[src/rtl/nop_link_arbiter.sv]
// nop_link_arbiter: round-robin flit arbiter that locks the link to one requester per packet.
// Define NOP_LINK_ARB_OUTREG_EN to register the output through a 2-entry skid buffer.
`ifndef DATA_WIDTH
`define DATA_WIDTH 32
`endif

module nop_link_arbiter #(
  parameter int unsigned N_REQ = 4
) (
  input  logic                         CDCLK,
  input  logic                         CDRESETn,
  input  logic [N_REQ*`DATA_WIDTH-1:0] REQDATA,
  input  logic [N_REQ-1:0]             REQVALID,
  output logic [N_REQ-1:0]             REQREADY,
  output logic [`DATA_WIDTH-1:0]       OUTDATA,
  output logic                         OUTVALID,
  input  logic                         OUTREADY,
  output logic [N_REQ-1:0]             GRANT,
  output logic                         BUSY
);
  localparam int unsigned DW = `DATA_WIDTH;
  localparam int unsigned PW = $clog2(N_REQ);
  localparam logic [1:0] FT_HEAD   = 2'b01;
  localparam logic [1:0] FT_BODY   = 2'b00;
  localparam logic [1:0] FT_TAIL   = 2'b10;
  localparam logic [1:0] FT_SINGLE = 2'b11;

  typedef enum logic {IDLE, LOCKED} state_t;

  state_t        state_q, state_d;
  logic [PW-1:0] ptr_q, ptr_d;
  logic [PW-1:0] owner_q, owner_d;
  logic          stall_q, stall_d;
  logic [PW-1:0] stall_idx_q, stall_idx_d;

  logic          found;
  logic [PW-1:0] pick, cand;
  logic          sel_en;
  logic [PW-1:0] sel_idx;
  logic [DW-1:0] sel_data, arb_data;
  logic [1:0]    ftype;
  logic          arb_valid, can_accept, xfer;

  function automatic logic [PW-1:0] wrap_inc(input logic [PW-1:0] v);
    return (32'(v) == N_REQ - 1) ? '0 : v + PW'(1);
  endfunction

  always_comb begin
    found = 1'b0;
    pick  = '0;
    cand  = ptr_q;
    for (int unsigned k = 0; k < N_REQ; k++) begin
      if (!found && REQVALID[cand]) begin
        found = 1'b1;
        pick  = cand;
      end
      cand = wrap_inc(cand);
    end
  end

  // An IDLE grant that stalled is pinned so GRANT/OUTDATA cannot move to a newly valid requester.
  always_comb begin
    sel_en  = 1'b0;
    sel_idx = '0;
    if (CDRESETn) begin
      if (state_q == LOCKED) begin
        sel_en  = 1'b1;
        sel_idx = owner_q;
      end else if (stall_q) begin
        sel_en  = 1'b1;
        sel_idx = stall_idx_q;
      end else if (found) begin
        sel_en  = 1'b1;
        sel_idx = pick;
      end
    end
    sel_data = '0;
    for (int unsigned k = 0; k < N_REQ; k++) begin
      if (32'(sel_idx) == k) sel_data = REQDATA[k*DW +: DW];
    end
    arb_valid = sel_en & REQVALID[sel_idx];
    ftype     = sel_data[DW-1:DW-2];
    arb_data  = sel_data;
    if (state_q == IDLE && (ftype == FT_BODY || ftype == FT_TAIL))
      arb_data[DW-1:DW-2] = FT_SINGLE;
    else if (state_q == LOCKED && ftype == FT_HEAD)
      arb_data[DW-1:DW-2] = FT_BODY;
    xfer = arb_valid & can_accept;
  end

`ifdef NOP_LINK_ARB_OUTREG_EN
  logic [DW-1:0] buf_q [2];
  logic          wr_q, rd_q;
  logic [1:0]    cnt_q;
  logic          pop;

  assign can_accept = (cnt_q != 2'd2);
  assign pop        = OUTVALID & OUTREADY;

  always_ff @(posedge CDCLK or negedge CDRESETn) begin
    if (!CDRESETn) begin
      buf_q[0] <= '0;
      buf_q[1] <= '0;
      wr_q     <= 1'b0;
      rd_q     <= 1'b0;
      cnt_q    <= '0;
    end else begin
      if (xfer) begin
        buf_q[wr_q] <= arb_data;
        wr_q        <= ~wr_q;
      end
      if (pop) rd_q <= ~rd_q;
      cnt_q <= cnt_q + {1'b0, xfer} - {1'b0, pop};
    end
  end

  always_comb begin
    OUTVALID = (cnt_q != 2'd0);
    OUTDATA  = buf_q[rd_q];
  end
`else
  assign can_accept = OUTREADY;

  always_comb begin
    OUTVALID = arb_valid;
    OUTDATA  = arb_valid ? arb_data : '0;
  end
`endif

  always_ff @(posedge CDCLK or negedge CDRESETn) begin
    if (!CDRESETn) begin
      state_q     <= IDLE;
      ptr_q       <= '0;
      owner_q     <= '0;
      stall_q     <= 1'b0;
      stall_idx_q <= '0;
    end else begin
      state_q     <= state_d;
      ptr_q       <= ptr_d;
      owner_q     <= owner_d;
      stall_q     <= stall_d;
      stall_idx_q <= stall_idx_d;
    end
  end

  always_comb begin
    state_d     = state_q;
    ptr_d       = ptr_q;
    owner_d     = owner_q;
    stall_d     = (state_q == IDLE) & arb_valid & ~can_accept;
    stall_idx_d = sel_idx;
    case (state_q)
      IDLE: begin
        if (xfer) begin
          if (ftype == FT_HEAD) begin
            state_d = LOCKED;
            owner_d = sel_idx;
          end else begin
            ptr_d = wrap_inc(sel_idx);
          end
        end
      end
      LOCKED: begin
        if (xfer && (ftype == FT_TAIL || ftype == FT_SINGLE)) begin
          state_d = IDLE;
          ptr_d   = wrap_inc(owner_q);
        end
      end
      default: state_d = IDLE;
    endcase
  end

  always_comb begin
    GRANT = '0;
    if (sel_en) GRANT[sel_idx] = 1'b1;
    REQREADY = GRANT & {N_REQ{can_accept}};
    BUSY     = (state_q == LOCKED);
  end

endmodule

[config.mk]
export PLATFORM = sky130hd
export DESIGN_NAME = nop_link_arbiter
export DESIGN_NICKNAME = d
export VERILOG_FILES = /design/src/rtl/nop_link_arbiter.sv
export SDC_FILE = /design/constraint.sdc
export NUM_CORES = 1
export LEC_CHECK = 0
export ABC_AREA = 1
export CAP_MARGIN = 15
export CORE_AREA = 2 2 69 71
export CTS_CLUSTER_SIZE = 20
export DETAILED_ROUTE_END_ITERATION = 8
export DIE_AREA = 0 0 71 73
export DONT_BUFFER_PORTS = 1
export SLEW_MARGIN = 30
export SYNTH_ARGS = -nofsm -noshare
export SYNTH_HDL_FRONTEND = slang
export SYNTH_SLANG_ARGS = --single-unit
[constraint.sdc]
create_clock -name CDCLK -period 4 [get_ports CDCLK]
set_input_delay 0.2 -clock CDCLK [delete_from_list [all_inputs] [get_ports CDCLK]]
set_output_delay 0.2 -clock CDCLK [all_outputs]
set_load 0.01 [all_outputs]
==> results.toml <==
[final_layout]
stdcell_area_sq_mm = 0.00229
drive_gt1_share_pct = 20.7
final_cells = 421
syn_to_final_growth_pct = 7.28
n_fill_cell = 468
fin_nets = 510
diodes = 0

[floorplanning]
io_pins = 177
dieHeight_um = 73
die_x_um = 71
initial_core_util_pct = 47.0
core_sq_mm = 0.00454
dieArea_sq_mm = 0.00518
row_count = 25

[pwr]
swShare_pct = 59.5
power_leakage_uw = 0.00101
power_frac_seq_pct = 7.3
vdd_drop_max_mv = 0.415
intPower_uw = 708
p_comb_share_pct = 87.0
power.share.clock_pct = 5.7
p_switching_uw = 1040
p_per_area_mw_per_mm2 = 765

[synthesis]
synth_area_sq_mm = 0.00213
avgSynthCellArea_sq_um = 5.73
ys_top_cells_by_area = "nand2_1 18%, a21oi_2 12%, nand3_1 11%"
yosysTopAreaCellShare_pct = 18.5
ys.flop_type = "dfrtp_1"
ys_ff_latch = 8
yosysMostFrequentCell = "nand2_1"
synthCells = 372
ys_types = 32
yosysSeqAreaShare_pct = 9.39
synth_common_cells = "105 x nand2_1, 48 x nand3_1, 34 x a21oi_1"
syn_nets = 513
synth.largest_area_cell = "nand2_1"
synth_edf_count = 0
async_flop_share_pct = 100
ys_warn_count = 0

[place]
dp_hpwl_um = 5880
place_area_sq_mm = 0.00222
place_congestion = 0.913
placed_cells = 416
portBuffers = 0

[sta]
finalSetupViolations = 0
rsz0062_at_grt = "no"
worst_hold_slack_ns = 0.0382
drv_slew = 0
timing.fmax_ghz = 0.271
worst_pin_slew_ns = 0.477
period_share_pct = 92.2
setup_tns_ns = 0
period_needed_ns = 3.69
fin_skew_ns = 0.00589
relSlewSlack_pct = 67.9
finalHoldViolCount = 0

[run]
drv_cap = 0

[routing]
drc = 0
vias = 2635
wirelength_um = 7540
dr.pass1.iters = 5
drt_iter0_drc = 308
antenna_left = 0
via_per_inst = 6.26
wl_per_cell_um = 17.9

[global_routing]
grt_pass1_vias = 2418
globalRouteOverflowTotal = 0
grt_start_max_net_pins = 34
grt_util_all_layers_pct = 27.4
grt_antenna_before_repair = 0
grt_pass1_wl_um = 11600

[setup_path]
critPathRequiredTime_ns = 3.80
cp.arrival_ns = 3.49
critical_path_class = "reg -> out"
path_max_fanout = 11
crit_path_start_kind = "flip-flop"
worst_setup_path_end_kind = "output pin"

[clock_tree]
cts_num_sinks = 8
cts.root.buffer_cell = "clkbuf_8"
insertion_delay_ns = 0.23
cts_tree = "yes"
max-clock-path-buffers = 2
clk_pin_slew_worst_paths_ns = 0.04
cts_max_level = 1
numCtsBuffers = 3

[outcome]
status = "finished clean"

[hold_path]
hp-class = "in -> reg"
[placed cells by master, fill, tap and decap left out, types with 2 or more instances in the layout]
cell type | netlist | final
nor2_1 | 15 | 15
inv_1 | 17 | 16
nor3_1 | 7 | 7
ha_1 | 6 | 6
inv_4 | 1 | 2
o211ai_1 | 31 | 31
nor2_2 | 3 | 3
clkbuf_8 | 0 | 3
nand2_2 | 9 | 9
nand2_1 | 105 | 105
buf_4 | 0 | 19
dfrtp_1 | 8 | 8
nand4_1 | 8 | 8
a21oi_1 | 34 | 34
o21ai_0 | 3 | 3
a21boi_0 | 2 | 2
nand3_1 | 48 | 48
inv_2 | 3 | 3
a21oi_2 | 30 | 30
[critical path, stage by stage (launching register included)]
cell      delay [ns]
dfrtp_1         0.41
ha_1            0.35
inv_1           0.15
nand2_1         0.10
nand2_1         0.07
nand2_1         0.05
nand2_2         0.08
inv_2           0.04
nor3_1          0.21
nand3_1         0.12
nand3_1         0.10
nand2_2         0.10
inv_2           0.13
ha_1            0.26
buf_4           0.21
a21oi_1         0.05
nand2_1         0.07
o211ai_1        0.08
and2_1          0.17
nand2_1         0.08
inv_1           0.05
nor3_1          0.20
buf_4           0.15
[sequential cells by signal (all words and copies together) (netlist names)]
register,count
BUSY,1
owner_q,2
stall_q,1
ptr_q,2
stall_idx_q,2
[path summary, 6_finish.rpt]
kind	endpoint	cells after the start	slack (ns)	startpoint
max	OUTDATA[31]	22	0.31	ptr_q[1]
min	stall_q	1	0.04	OUTREADY
max reg2reg	owner_q[1]	22	0.45	ptr_q[1]
min reg2reg	owner_q[0]	2	0.53	owner_q[0]
max in group asynchronous	owner_q[0]	1	3.38	CDRESETn
min in group asynchronous	stall_idx_q[0]	1	0.33	CDRESETn
[cells by family after synthesis]
| kind of cell | Yosys count | share of synthesized area [%] |
|---|---|---|
| simple gates | 201 | 42.4 |
| compound gates | 104 | 33.8 |
| buf+inv | 53 | 10.9 |
| fa+ha+maj | 6 | 3.52 |
| flops | 8 | 9.39 |
[layout make-up]
class,count,area [sq um],share of cell area (%)
repair buffers,22,184,8.04
inverters,23,95.1,4.16
multi-input cells,311,1700,74.3
clock buffers,3,41.3,1.81
well taps,54,67.6,2.95
flip-flops and latches,8,200,8.75
[metrics by stage]
step | setup WS [ns] | utilization (%) | total power, uW
6_report | 0.311 | 50.4 | 1750
5_1_grt | 0.0319 | 50.4 | 1930
4_1_cts | 0.197 | 50.0 | 1720
3_5_place_dp | 0.444 | 48.9 | 1620
3_3_place_gp | 0.515 | 48.9 | 1610
2_1_floorplan | 0.858 | - | 1360
[metal layers]
metal,global-route usage [%],wire (um),vias up
li1,-,-,1274
met1,35.6,2990,1183
met2,47.1,3780,168
met3,5.80,700,10
met4,5.24,64,0
met5,0,0,-
[power by group through the flow]
stage	Sequential (uW)	Clock (uW)	Combinational, uW
2_1_floorplan	118	0	1250
3_3_place_gp	127	0	1480
3_5_place_dp	128	0	1490
4_1_cts	127	99.7	1500
5_1_grt	131	104	1690
6_report	128	99.5	1520
[what timing repair did]
item,4_1_cts,5_1_grt
setup buffers,0,1
hold buffers,1,0
endpoints found under the hold margin,8,0
resized for setup,0,4
setup endpoints to repair,0,3
Note: power is estimated with default switching activity, not from simulation.
